<file path="src/rtl/lut_cfg_pkg.sv">
// lut_cfg_pkg: shared state encoding and sizing constants for the LUT configuration loader
package lut_cfg_pkg;
  typedef enum logic [1:0] {IDLE, WRITE, VERIFY, RESP} state_t;
  localparam int LUT_BITS = 16;
  localparam int LUT_ADDR_WIDTH = 4;
  localparam int LOAD_LATENCY = 33;
endpackage

</file>
<file path="src/rtl/lut_we_decoder.sv">
// lut_we_decoder: binary LUT id to one-hot write enable, all-zero when disabled
module lut_we_decoder #(
  parameter int NUM_LUTS = 32,
  parameter int ID_WIDTH = 6
) (
  input  logic                en,
  input  logic [ID_WIDTH-1:0] id,
  output logic [NUM_LUTS-1:0] we
);
  for (genvar i = 0; i < NUM_LUTS; i++) begin : g_we
    assign we[i] = en && id == ID_WIDTH'(i);
  end
endmodule

</file>
<file path="src/rtl/lut_config_loader.sv">
// lut_config_loader: serially writes a 16-bit INIT into one LUT of a bank, reads it back,
// and reports a one-cycle response flagging bad ids or readback mismatches.
module lut_config_loader
  import lut_cfg_pkg::*;
#(
  parameter int NUM_LUTS = 32,
  parameter int ID_WIDTH = 6
) (
  input  logic                      clock,
  input  logic                      reset,
  input  logic                      cfg_valid,
  output logic                      cfg_ready,
  input  logic [ID_WIDTH-1:0]       cfg_lut_id,
  input  logic [LUT_BITS-1:0]       cfg_init,
  output logic [NUM_LUTS-1:0]       lut_we,
  output logic [LUT_ADDR_WIDTH-1:0] lut_addr,
  output logic                      lut_d,
  input  logic [NUM_LUTS-1:0]       lut_o,
  output logic                      cfg_active,
  output logic                      resp_valid,
  output logic                      resp_error
);
  localparam logic [ID_WIDTH:0] LUT_COUNT = (ID_WIDTH + 1)'(NUM_LUTS);
  state_t state, state_n;
  logic [ID_WIDTH-1:0] id;
  logic [LUT_BITS-1:0] init;
  logic [LUT_ADDR_WIDTH-1:0] cnt;
  logic [NUM_LUTS-1:0] lut_sh;
  logic err, bad, last, take;
  assign bad = {1'b0, cfg_lut_id} >= LUT_COUNT;
  assign last = &cnt;
  assign take = cfg_valid && cfg_ready;
  // shift instead of a direct index keeps the select width-clean for any NUM_LUTS
  assign lut_sh = lut_o >> id;
  always_ff @(posedge clock or posedge reset)
    if (reset) begin
      state <= IDLE;
      id <= '0;
      init <= '0;
      cnt <= '0;
      err <= 1'b0;
    end else begin
      state <= state_n;
      if (take) begin
        id <= cfg_lut_id;
        init <= cfg_init;
        cnt <= '0;
        err <= bad;
      end else if (cfg_active) cnt <= cnt + 1'b1;
      if (state == VERIFY && lut_sh[0] != init[cnt]) err <= 1'b1;
    end
  always_comb begin
    state_n = state;
    unique case (state)
      IDLE:   state_n = cfg_valid ? (bad ? RESP : WRITE) : IDLE;
      WRITE:  state_n = last ? VERIFY : WRITE;
      VERIFY: state_n = last ? RESP : VERIFY;
      RESP:   state_n = IDLE;
    endcase
    cfg_ready = state == IDLE && !reset;
    cfg_active = state == WRITE || state == VERIFY;
    lut_addr = cfg_active ? cnt : '0;
    lut_d = state == WRITE && init[cnt];
    resp_valid = state == RESP;
    resp_error = resp_valid && err;
  end
  lut_we_decoder #(.NUM_LUTS(NUM_LUTS), .ID_WIDTH(ID_WIDTH)) u_dec (
    .en(state == WRITE),
    .id(id),
    .we(lut_we)
  );
endmodule

</file>
<file path="config.mk">
export PLATFORM = sky130hd
export DESIGN_NAME = lut_config_loader
export DESIGN_NICKNAME = d
export VERILOG_FILES = /design/src/rtl/lut_cfg_pkg.sv /design/src/rtl/lut_we_decoder.sv /design/src/rtl/lut_config_loader.sv
export SDC_FILE = /design/constraint.sdc
export NUM_CORES = 1
export LEC_CHECK = 0
export BUFFER_PORTS_ARGS = -buffer_cell sky130_fd_sc_hd__clkbuf_2
export CELL_PAD_IN_SITES_DETAIL_PLACEMENT = 1
export CELL_PAD_IN_SITES_GLOBAL_PLACEMENT = 1
export CORE_MARGIN = 1.5
export CORE_UTILIZATION = 35
export DETAILED_ROUTE_END_ITERATION = 8
export GPL_TIMING_DRIVEN = 0
export PLACE_DENSITY_LB_ADDON = 0.1
export SETUP_SLACK_MARGIN = 0.4
export SYNTH_ARGS = -nofsm -noshare
export SYNTH_HDL_FRONTEND = slang
export SYNTH_SLANG_ARGS = --single-unit
</file>
<file path="constraint.sdc">
create_clock -name clock -period 6.01 [get_ports clock]
set_input_delay 1.803 -clock clock [delete_from_list [all_inputs] [get_ports clock]]
set_output_delay 1.803 -clock clock [all_outputs]
set_load 0.01 [all_outputs]
</file>
==> impl_metrics.yaml, run 1 <==
outcome:
  outcome: "finished, final reports clean"
timing:
  timing.final.crit_period_ns: 4.02
  timing.final.max_slew_violations: 0
  clock.fmax_mhz: 249
  hold-worst-slack_ns: 0.502
  timing.setup.tns_ns: 0
  worstMarginPinSlew_ns: 1.09
  timing.final.crit_share_pct: 66.9
  post-route-worst-setup-slack_ns: 1.99
  fin_skew_ns: 0.00494
  relSlewSlack_pct: 27.4
  rsz0062_at_grt: "false"
  timing.final.hold_violations: 0
  setup_viol: 0
die:
  dieHeight_um: 77.0
  io_pins: 98
  dieArea_mm2: 0.00593
  placementRows: 26
  die-width_um: 77.0
  initial_core_util_pct: 36.9
  core_region_area_mm2: 0.00520
layout:
  final_cells: 370
  area_delta_synth_final_pct: 34.9
  final_nets: 362
  mostFrequentLayoutCell: "clkbuf_2"
  mostFrequentLayoutCells: "clkbuf_2, nor2_1, dfrtp_1"
  fin_util_pct: 49.7
  fill_cells: 653
  layout-drive-gt1-share_pct: 46.7
  count_of_antenna_diodes_in_the_layout: 0
clock_tree:
  cts-resized-gates: 0
  clock_insertion_delay_worst_skew_ns: 0.28
  numCtsBuffers: 5
  cts_num_sinks: 29
  clock_tree.htree_level_count: 2
  cts_setup_buffers: 0
  tritoncts_clock_tree: "yes"
  clk_transition_reported_paths_ns: 0.06
  cts-hold-fix-buffers: 0
  clock-root-buffer: "clkbuf_8"
  clockBufferDepth: 2
logic_synthesis:
  synthesis.area_per_instance_um2: 9.84
  synth-seq-cells: 29
  synth_sequential_area_ratio_pct: 37.8
  synth_fp_nets: 258
  yosys_warnings: 0
  yosys.cell_types.count: 28
  synth_area_mm2: 0.00192
  number_of_standard_cells_after_synthesis: 195
hold_path:
  worstHoldEndpoint: "init[6]"
  worst_hold_path_type: "flop to flop"
  timing.hold.worst.start: "init[6]"
  hold-path-cell-count: 1
worst_setup_path:
  criticalPathCategory: "flop to output port"
  cp-start-kind: "flop"
  end_kind: "output port"
  worstReg2RegEnd: "init[2]"
  ff2ff_path_depth: 7
  ff2ff_setup_slack_ns: 3.86
  max_fanout_on_critical_path: 9
  worst_r2r_src: "state[1]"
  worstPathRequired_ns: 4.21
  critPathArrivalTime_ns: 2.22
drt:
  antenna_violating_nets_post_route: 0
  drtPass1Iterations: 4
  totalWireLength_um: 4960
  drt_iter0_drc: 26
  drc_errors: 0
  wl_per_cell_um: 13.4
  routed-via-count: 1755
  post_drt_via_cell_ratio: 4.74
global_routing:
  grt_pass1_wl_um: 8340
  gr-total-overflow: 0
  grt_pass1_vias: 1753
  grt_start_max_net_pins: 30
  track_usage_pct: 17.6
  antenna_found_initial: 0
placement:
  routabilityCongestion: 0.727
  place.detailed.hpwl_um: 3960
  port_buffers: 97
  dp_worst_setup_slack_ns: 2.01
  place_inst: 362
power:
  power.density_mw_per_mm2: 445
  power.ir.vdd_worst_mv: 0.226
  power.leakage_uw: 0.00129
run:
  timing.max_cap.violations: 0
[state kept, by name, summed over array words and instances, names as in the netlist]
| register | count |
|---|---|
| init | 16 |
| id | 6 |
| cnt | 4 |
| state | 2 |
| err | 1 |
[power breakdown]
part           switching (µW)  internal (µW)
logic                     308            313
clock network            75.3           92.5
registers                71.6            292
total                     454            698
[critical path, cell delays in order, from the launching register on]
cell      delay (ns)
dfrtp_1         0.32
clkbuf_1        0.41
mux4_2          0.40
mux4_2          0.50
and2_1          0.18
clkbuf_2        0.12
[synthesized netlist by cell type]
master,instances,area (µm²)
nor2_1,38,143
dfrtp_1,29,726
mux2_2,22,248
mux2i_1,19,190
nand2_1,14,52.6
nand3_1,9,45.0
and2_1,7,43.8
clkbuf_1,6,22.5
ha_1,6,75.1
mux4_2,5,113
nor2b_1,5,31.3
a22oi_1,4,30.0
buf_2,4,20.0
inv_1,4,15.0
nand2b_1,4,25.0
a21oi_1,3,15.0
a41oi_1,2,17.5
o21ai_0,2,10.0
xnor2_1,2,17.5
xor2_1,2,17.5
a211oi_1,1,7.51
and2_2,1,7.51
and3b_1,1,8.76
buf_4,1,7.51
buf_6,1,11.3
nor3b_1,1,7.51
o21ai_1,1,5.00
or2_2,1,6.26
[through the flow]
step	area, µm²	power [µW]
global placement	2490	985
floorplan	1920	829
CTS	2590	1170
finish	2590	1150
global route	2590	1250
detailed placement	2490	999
[routing by layer]
| metal | share of wire (%) | track usage (%) | vias up | wire, µm |
|---|---|---|---|---|
| met5 | 0 | 0 | - | 0 |
| met4 | 1.2 | 5.45 | 0 | 62 |
| met3 | 7.3 | 4.52 | 6 | 361 |
| met2 | 48 | 30.9 | 62 | 2360 |
| met1 | 44 | 20.9 | 815 | 2180 |
| li1 | - | - | 872 | - |
[cell type report]
type | count | area, µm² | area share [%]
multi-input cells | 150 | 1120 | 43.1
well taps | 70 | 87.6 | 3.38
plain buffers | 12 | 61.3 | 2.37
clock buffers | 6 | 82.6 | 3.19
inverters | 4 | 15.0 | 0.580
flip-flops and latches | 29 | 726 | 28.0
clock inverters | 2 | 13.8 | 0.532
repair buffers | 97 | 485 | 18.8
[how the worst max path moves through the flow]
stage / from / to / slack, ns / cells after the start
2_1_floorplan: reset / cfg_ready / 2.21 / 1
3_5_place_dp: reset / cfg_ready / 2.01 / 3
3_3_place_gp: reset / cfg_ready / 2.03 / 3
4_1_cts: cnt[2] / lut_d / 1.95 / 5
6_report: cnt[2] / lut_d / 1.99 / 5
5_1_grt: cnt[2] / lut_d / 1.87 / 5
[kinds of logic after synthesis]
group                    share of synthesized area (%)
multiplexers                                      28.7
buffers and inverters                             3.98
adder cells (fa/ha/maj)                           3.91
AO/OA/AOI/OAI                                     4.44
AND/OR/NAND/NOR                                   19.3
XOR/XNOR                                          1.83
flip-flops                                        37.8
Power figures use the tool's default switching activity.
==> run 2, diff against run 1 <==
CORE_UTILIZATION = 33   (was 35)
clock period = 3.9 ns   (was 6.01 ns; I/O delays follow)
==> impl_metrics.yaml, run 2 (same netlist as run 1, synthesis figures left out) <==
timing:
  rsz0062_at_grt: "false"
  post-route-worst-setup-slack_ns: 0.499
  timing.final.crit_period_ns: 3.40
  clock.fmax_mhz: 294
  fin_skew_ns: 0.00601
  timing.final.hold_violations: 0
  timing.setup.tns_ns: 0
  timing.final.crit_share_pct: 87.2
  worstMarginPinSlew_ns: 1.09
  timing.final.max_slew_violations: 0
  relSlewSlack_pct: 27.5
  setup_viol: 0
layout:
  fin_util_pct: 46.8
  max_flop_register: "init"
  count_of_antenna_diodes_in_the_layout: 0
  layout-drive-gt1-share_pct: 46.3
  biggest_registers_after_layout: "init x16, id x6, cnt x4"
  mostFrequentLayoutCells: "clkbuf_2, nor2_1, dfrtp_1"
  largest_register_ffs: 16
  mostFrequentLayoutCell: "clkbuf_2"
  final_nets: 362
  area_delta_synth_final_pct: 36.1
die:
  placementRows: 27
  io_pins: 98
  initial_core_util_pct: 34.4
  die-width_um: 79.2
  core_region_area_mm2: 0.00557
  dieArea_mm2: 0.00628
  dieHeight_um: 79.2
placement:
  dp_worst_setup_slack_ns: 0.773
  routabilityCongestion: 0.759
  port_buffers: 97
  place.detailed.hpwl_um: 4190
drt:
  antenna_violating_nets_post_route: 0
  routed-via-count: 1757
  wl_per_cell_um: 13.9
  drc_errors: 0
  post_drt_via_cell_ratio: 4.72
  totalWireLength_um: 5180
  drtPass1Iterations: 3
  drt_iter0_drc: 29
worst_setup_path:
  criticalPathCategory: "flop to output port"
  cp-start-kind: "flop"
  max_fanout_on_critical_path: 9
  end_kind: "output port"
  worstPathRequired_ns: 2.73
  critPathArrivalTime_ns: 2.23
clock_tree:
  numCtsBuffers: 5
  clock_insertion_delay_worst_skew_ns: 0.28
  cts-hold-fix-buffers: 0
  tritoncts_clock_tree: "yes"
  clockBufferDepth: 2
  clock-root-buffer: "clkbuf_8"
  cts_num_sinks: 29
  cts-resized-gates: 0
  cts_setup_buffers: 0
  clock_tree.htree_level_count: 2
  clk_transition_reported_paths_ns: 0.06
global_routing:
  antenna_found_initial: 0
  gr-total-overflow: 0
  grt_start_max_net_pins: 30
  track_usage_pct: 18.0
  grt_pass1_wl_um: 8780
  grt_pass1_vias: 1882
run:
  timing.max_cap.violations: 0
power:
  power.ir.vdd_worst_mv: 0.409
  power.leakage_uw: 0.00130
  power.density_mw_per_mm2: 707
hold_path:
  worst_hold_path_type: "flop to flop"
outcome:
  outcome: "finished, final reports clean"
-- run 2: cell types whose count changed in the layout (fill, tap and decap cells not counted), sizes merged --
cell	delta
clkbuf	+1
bufinv	+1
clkinv	-2
-- run 2: area by class of cell --
class	count	area [µm²]
clock buffer	7	86.3
tap	72	90.1
buffer	12	61.3
sequential	29	726
multi-input combinational	150	1120
inverter	4	15.0
clock inverter	1	30.0
fill	713	2960
timing repair buffer	97	485
-- run 2: final timing paths --
| path | start | endpoint | slack [ns] | cells past startpoint |
|---|---|---|---|---|
| min in group asynchronous | reset | id[3] | 1.16 | 2 |
| max in group asynchronous | reset | init[13] | 2.09 | 2 |
| worst min-delay path | init[11] | init[11] | 0.50 | 1 |
| worst min register to register | init[11] | init[11] | 0.50 | 1 |
| worst max register to register | state[0] | init[7] | 1.74 | 7 |
| worst max-delay path | cnt[2] | lut_d | 0.50 | 5 |
-- run 2: critical path, stage by stage, from the launching register on --
cell and delay, ns:
dfrtp_1 0.33, clkbuf_1 0.41, mux4_2 0.41, mux4_2 0.52, and2_1 0.18, clkbuf_2 0.12
-- run 2: per-stage QoR --
step	area [µm²]	total power [µW]	hold WS [ns]	std cells
4_1_cts	2610	1880	0.506	372
3_5_place_dp	2490	1560	0.492	364
3_3_place_gp	2490	1520	0.486	364
5_1_grt	2610	2020	0.523	372
2_1_floorplan	1920	1280	0.464	195
6_report	2610	1840	0.501	372
-- run 2: per-layer routing --
layer | vias up | part of all wire [%] | routed length, µm | global-route usage (%)
li1 | 870 | - | - | -
met1 | 824 | 42 | 2170 | 20.7
met2 | 59 | 51 | 2620 | 32.9
met3 | 4 | 6.5 | 338 | 4.02
met4 | 0 | 1.0 | 53 | 5.79
met5 | - | 0 | 0 | 0
-- run 2: report_power, final --
part,internal [µW],switching [µW]
Sequential,451,109
Clock,208,109
Combinational,484,484
Total,1140,702
==> run 3, diff against run 2 <==
ABC_AREA = 1   (was unset)
CORE_UTILIZATION = 30   (was 33)
HOLD_SLACK_MARGIN = 0.02   (was unset)
==> impl_metrics.yaml, run 3 <==
die:
  dieHeight_um: 85.9
  initial_core_util_pct: 30.7
  dieArea_mm2: 0.00738
  core_region_area_mm2: 0.00672
  io_pins: 98
  placementRows: 30
  die-width_um: 85.9
layout:
  final_nets: 514
  mostFrequentLayoutCell: "nand2_1"
  largest_register_ffs: 16
  biggest_registers_after_layout: "init x16, id x6, cnt x4"
  area_delta_synth_final_pct: 34.2
  count_of_antenna_diodes_in_the_layout: 0
  layout-drive-gt1-share_pct: 26.3
  finish.instance_area_mm2: 0.00277
  fin_util_pct: 41.2
  mostFrequentLayoutCells: "nand2_1, clkbuf_2, nor2_1"
  max_flop_register: "init"
  fill_cells: 954
placement:
  routabilityCongestion: 0.793
  place.detailed.hpwl_um: 5300
  placed_cell_area_mm2: 0.00265
  port_buffers: 97
logic_synthesis:
  synthMuxAreaShare_pct: 0.546
  synthXorXnorAreaFrac_pct: 0
  dominantRegCellSynth: "dfrtp_1"
  synth.most_common_cell: "nand2_1"
  synthesis.area_per_instance_um2: 5.94
  count_of_flip_flops_with_a_built_in_enable_after_synthesis: 0
  synth_fp_nets: 410
  synth_sequential_area_ratio_pct: 35.2
  yosys.area.top_type: "nand2_1"
  yosys.cell_types.count: 20
  synthSimpleGateAreaFrac_pct: 47.4
  async_reset_ff_share_pct: 100
  synth.top_cells.by_area: "nand2_1, dfrtp_1, nor2_1"
  number_of_standard_cells_after_synthesis: 347
  synth.top_cell.area_share_pct: 35.5
  synth-seq-cells: 29
  synth_compound_gate_area_share_pct: 4.80
  synth_area_mm2: 0.00206
  synth-adder-area-share_pct: 3.64
  yosys_warnings: 0
  yosys-top-cells-count: "nand2_1, nor2_1, dfrtp_1, inv_1, o21ai_0"
  synth_top_family_by_area: "simple AND/OR/NAND/NOR gates"
worst_setup_path:
  worstPathRequired_ns: 2.73
  cp-start-kind: "flop"
  ff2ff_setup_slack_ns: 2.14
  worst_r2r_src: "state[0]"
  setup.worst_path.start: "state[1]"
  criticalPathCategory: "flop to output port"
  max_fanout_on_critical_path: 10
  end_kind: "output port"
  critPathArrivalTime_ns: 1.82
global_routing:
  grt_pass1_vias: 2497
  track_usage_pct: 19.3
  busiest_metal_layer_after_global_routing: "met2"
  antenna_found_initial: 0
  gr-total-overflow: 0
  grtUsageMet3_pct: 3.08
  grt_pass1_wl_um: 11500
  gr-usage-met1_pct: 24.7
  met2_usage_pct: 34.4
  grt_start_max_net_pins: 30
timing:
  timing.final.crit_share_pct: 76.5
  fin_skew_ns: 0.00579
  timing.final.hold_violations: 0
  relSlewSlack_pct: 24.8
  timing.final.max_slew_violations: 0
  timing.final.crit_period_ns: 2.99
  timing.setup.tns_ns: 0
  rsz0062_at_grt: "false"
  clock.fmax_mhz: 335
  setup_viol: 0
  worstMarginPinSlew_ns: 1.13
drt:
  drt_iter0_drc: 65
  totalWireLength_um: 6590
  antenna_violating_nets_post_route: 0
  post_drt_via_cell_ratio: 4.58
  drtPass1Iterations: 4
  routed-via-count: 2437
  drc_errors: 0
  wl_per_cell_um: 12.4
clock_tree:
  clk_transition_reported_paths_ns: 0.07
  clockBufferDepth: 2
  tritoncts_clock_tree: "yes"
  clock_tree.htree_level_count: 2
  cts_setup_buffers: 0
  cts_num_sinks: 29
  clock_insertion_delay_worst_skew_ns: 0.29
  clock-root-buffer: "clkbuf_8"
  cts-hold-fix-buffers: 0
  numCtsBuffers: 5
  cts-resized-gates: 0
run:
  timing.max_cap.violations: 0
hold_path:
  worst_hold_path_type: "flop to flop"
  timing.hold.worst.start: "init[5]"
power:
  power.ir.vdd_worst_mv: 0.242
  power.leakage_uw: 0.00167
  power.density_mw_per_mm2: 719
outcome:
  outcome: "finished, final reports clean"
## run 3: cell types whose count changed after synthesis, moves of 4 or more
| cell | previous run | this run |
|---|---|---|
| nand2_1 | 14 | 195 |
| mux2_2 | 22 | 1 |
| inv_1 | 4 | 24 |
| mux2i_1 | 19 | 0 |
| o21ai_0 | 2 | 12 |
| and2_1 | 7 | 0 |
| mux4_2 | 5 | 0 |
| nor2_1 | 38 | 43 |
| nor2b_1 | 5 | 0 |
| a22oi_1 | 4 | 0 |
| nand2b_1 | 4 | 0 |
## run 3: layout make-up
type	instances	area (µm²)	share of cell area, %
Sequential cell	29	726	26.2
Multi-Input combinational cell	279	1160	42.0
Clock buffer	6	82.6	2.99
Tap cell	80	100	3.62
Clock inverter	2	37.5	1.36
Buffer	13	72.6	2.62
Timing Repair Buffer	97	485	17.5
Inverter	26	100	3.62
## run 3: metal layers
layer	up-vias	share of wire, %
li1	1250	-
met1	1123	47
met2	57	49
met3	7	3.6
met4	0	0.96
met5	-	0
## run 3: report_power, final
part	total [µW]	switching (µW)	internal, µW
sequential	552	106	445
clock	332	124	208
combinational	1100	725	380
## run 3: kinds of logic (layout without fill, tap and decap cells)
family / after synthesis / count (layout)
and+or+nand+nor: 254 / 254
adders and majority gates: 6 / 6
muxes: 1 / 1
DFF: 29 / 29
AOI/OAI and AO/OA: 18 / 18
buffers and inverters: 39 / 144
## run 3: through the flow
step / cells / hold WS, ns / total power, µW / worst slack [ns]
final: 532 / 0.489 / 1990 / 0.915
after global routing: 532 / 0.511 / 2230 / 0.690
after CTS: 532 / 0.490 / 2020 / 0.870
after floorplan: 347 / 0.449 / 1330 / 1.36
after global placement: 524 / 0.464 / 1630 / 1.20
after detailed placement: 524 / 0.469 / 1680 / 1.19
## run 3: worst paths after layout
path                       cells past startpoint          to
setup reg to reg                              10     init[3]
setup / recovery                               6  lut_we[10]
hold reg to reg                                2     init[5]
min in group asynchronous                      2    state[1]
max in group asynchronous                      2      cnt[3]
hold / removal                                 2     init[5]
## run 3: worst max-delay path: stages, from the launching register on
cell and delay [ns]:
dfrtp_1 0.40, inv_1 0.11, ha_1 0.24, nand2_1 0.19, clkbuf_1 0.26, nor2_1 0.18, clkbuf_2 0.15
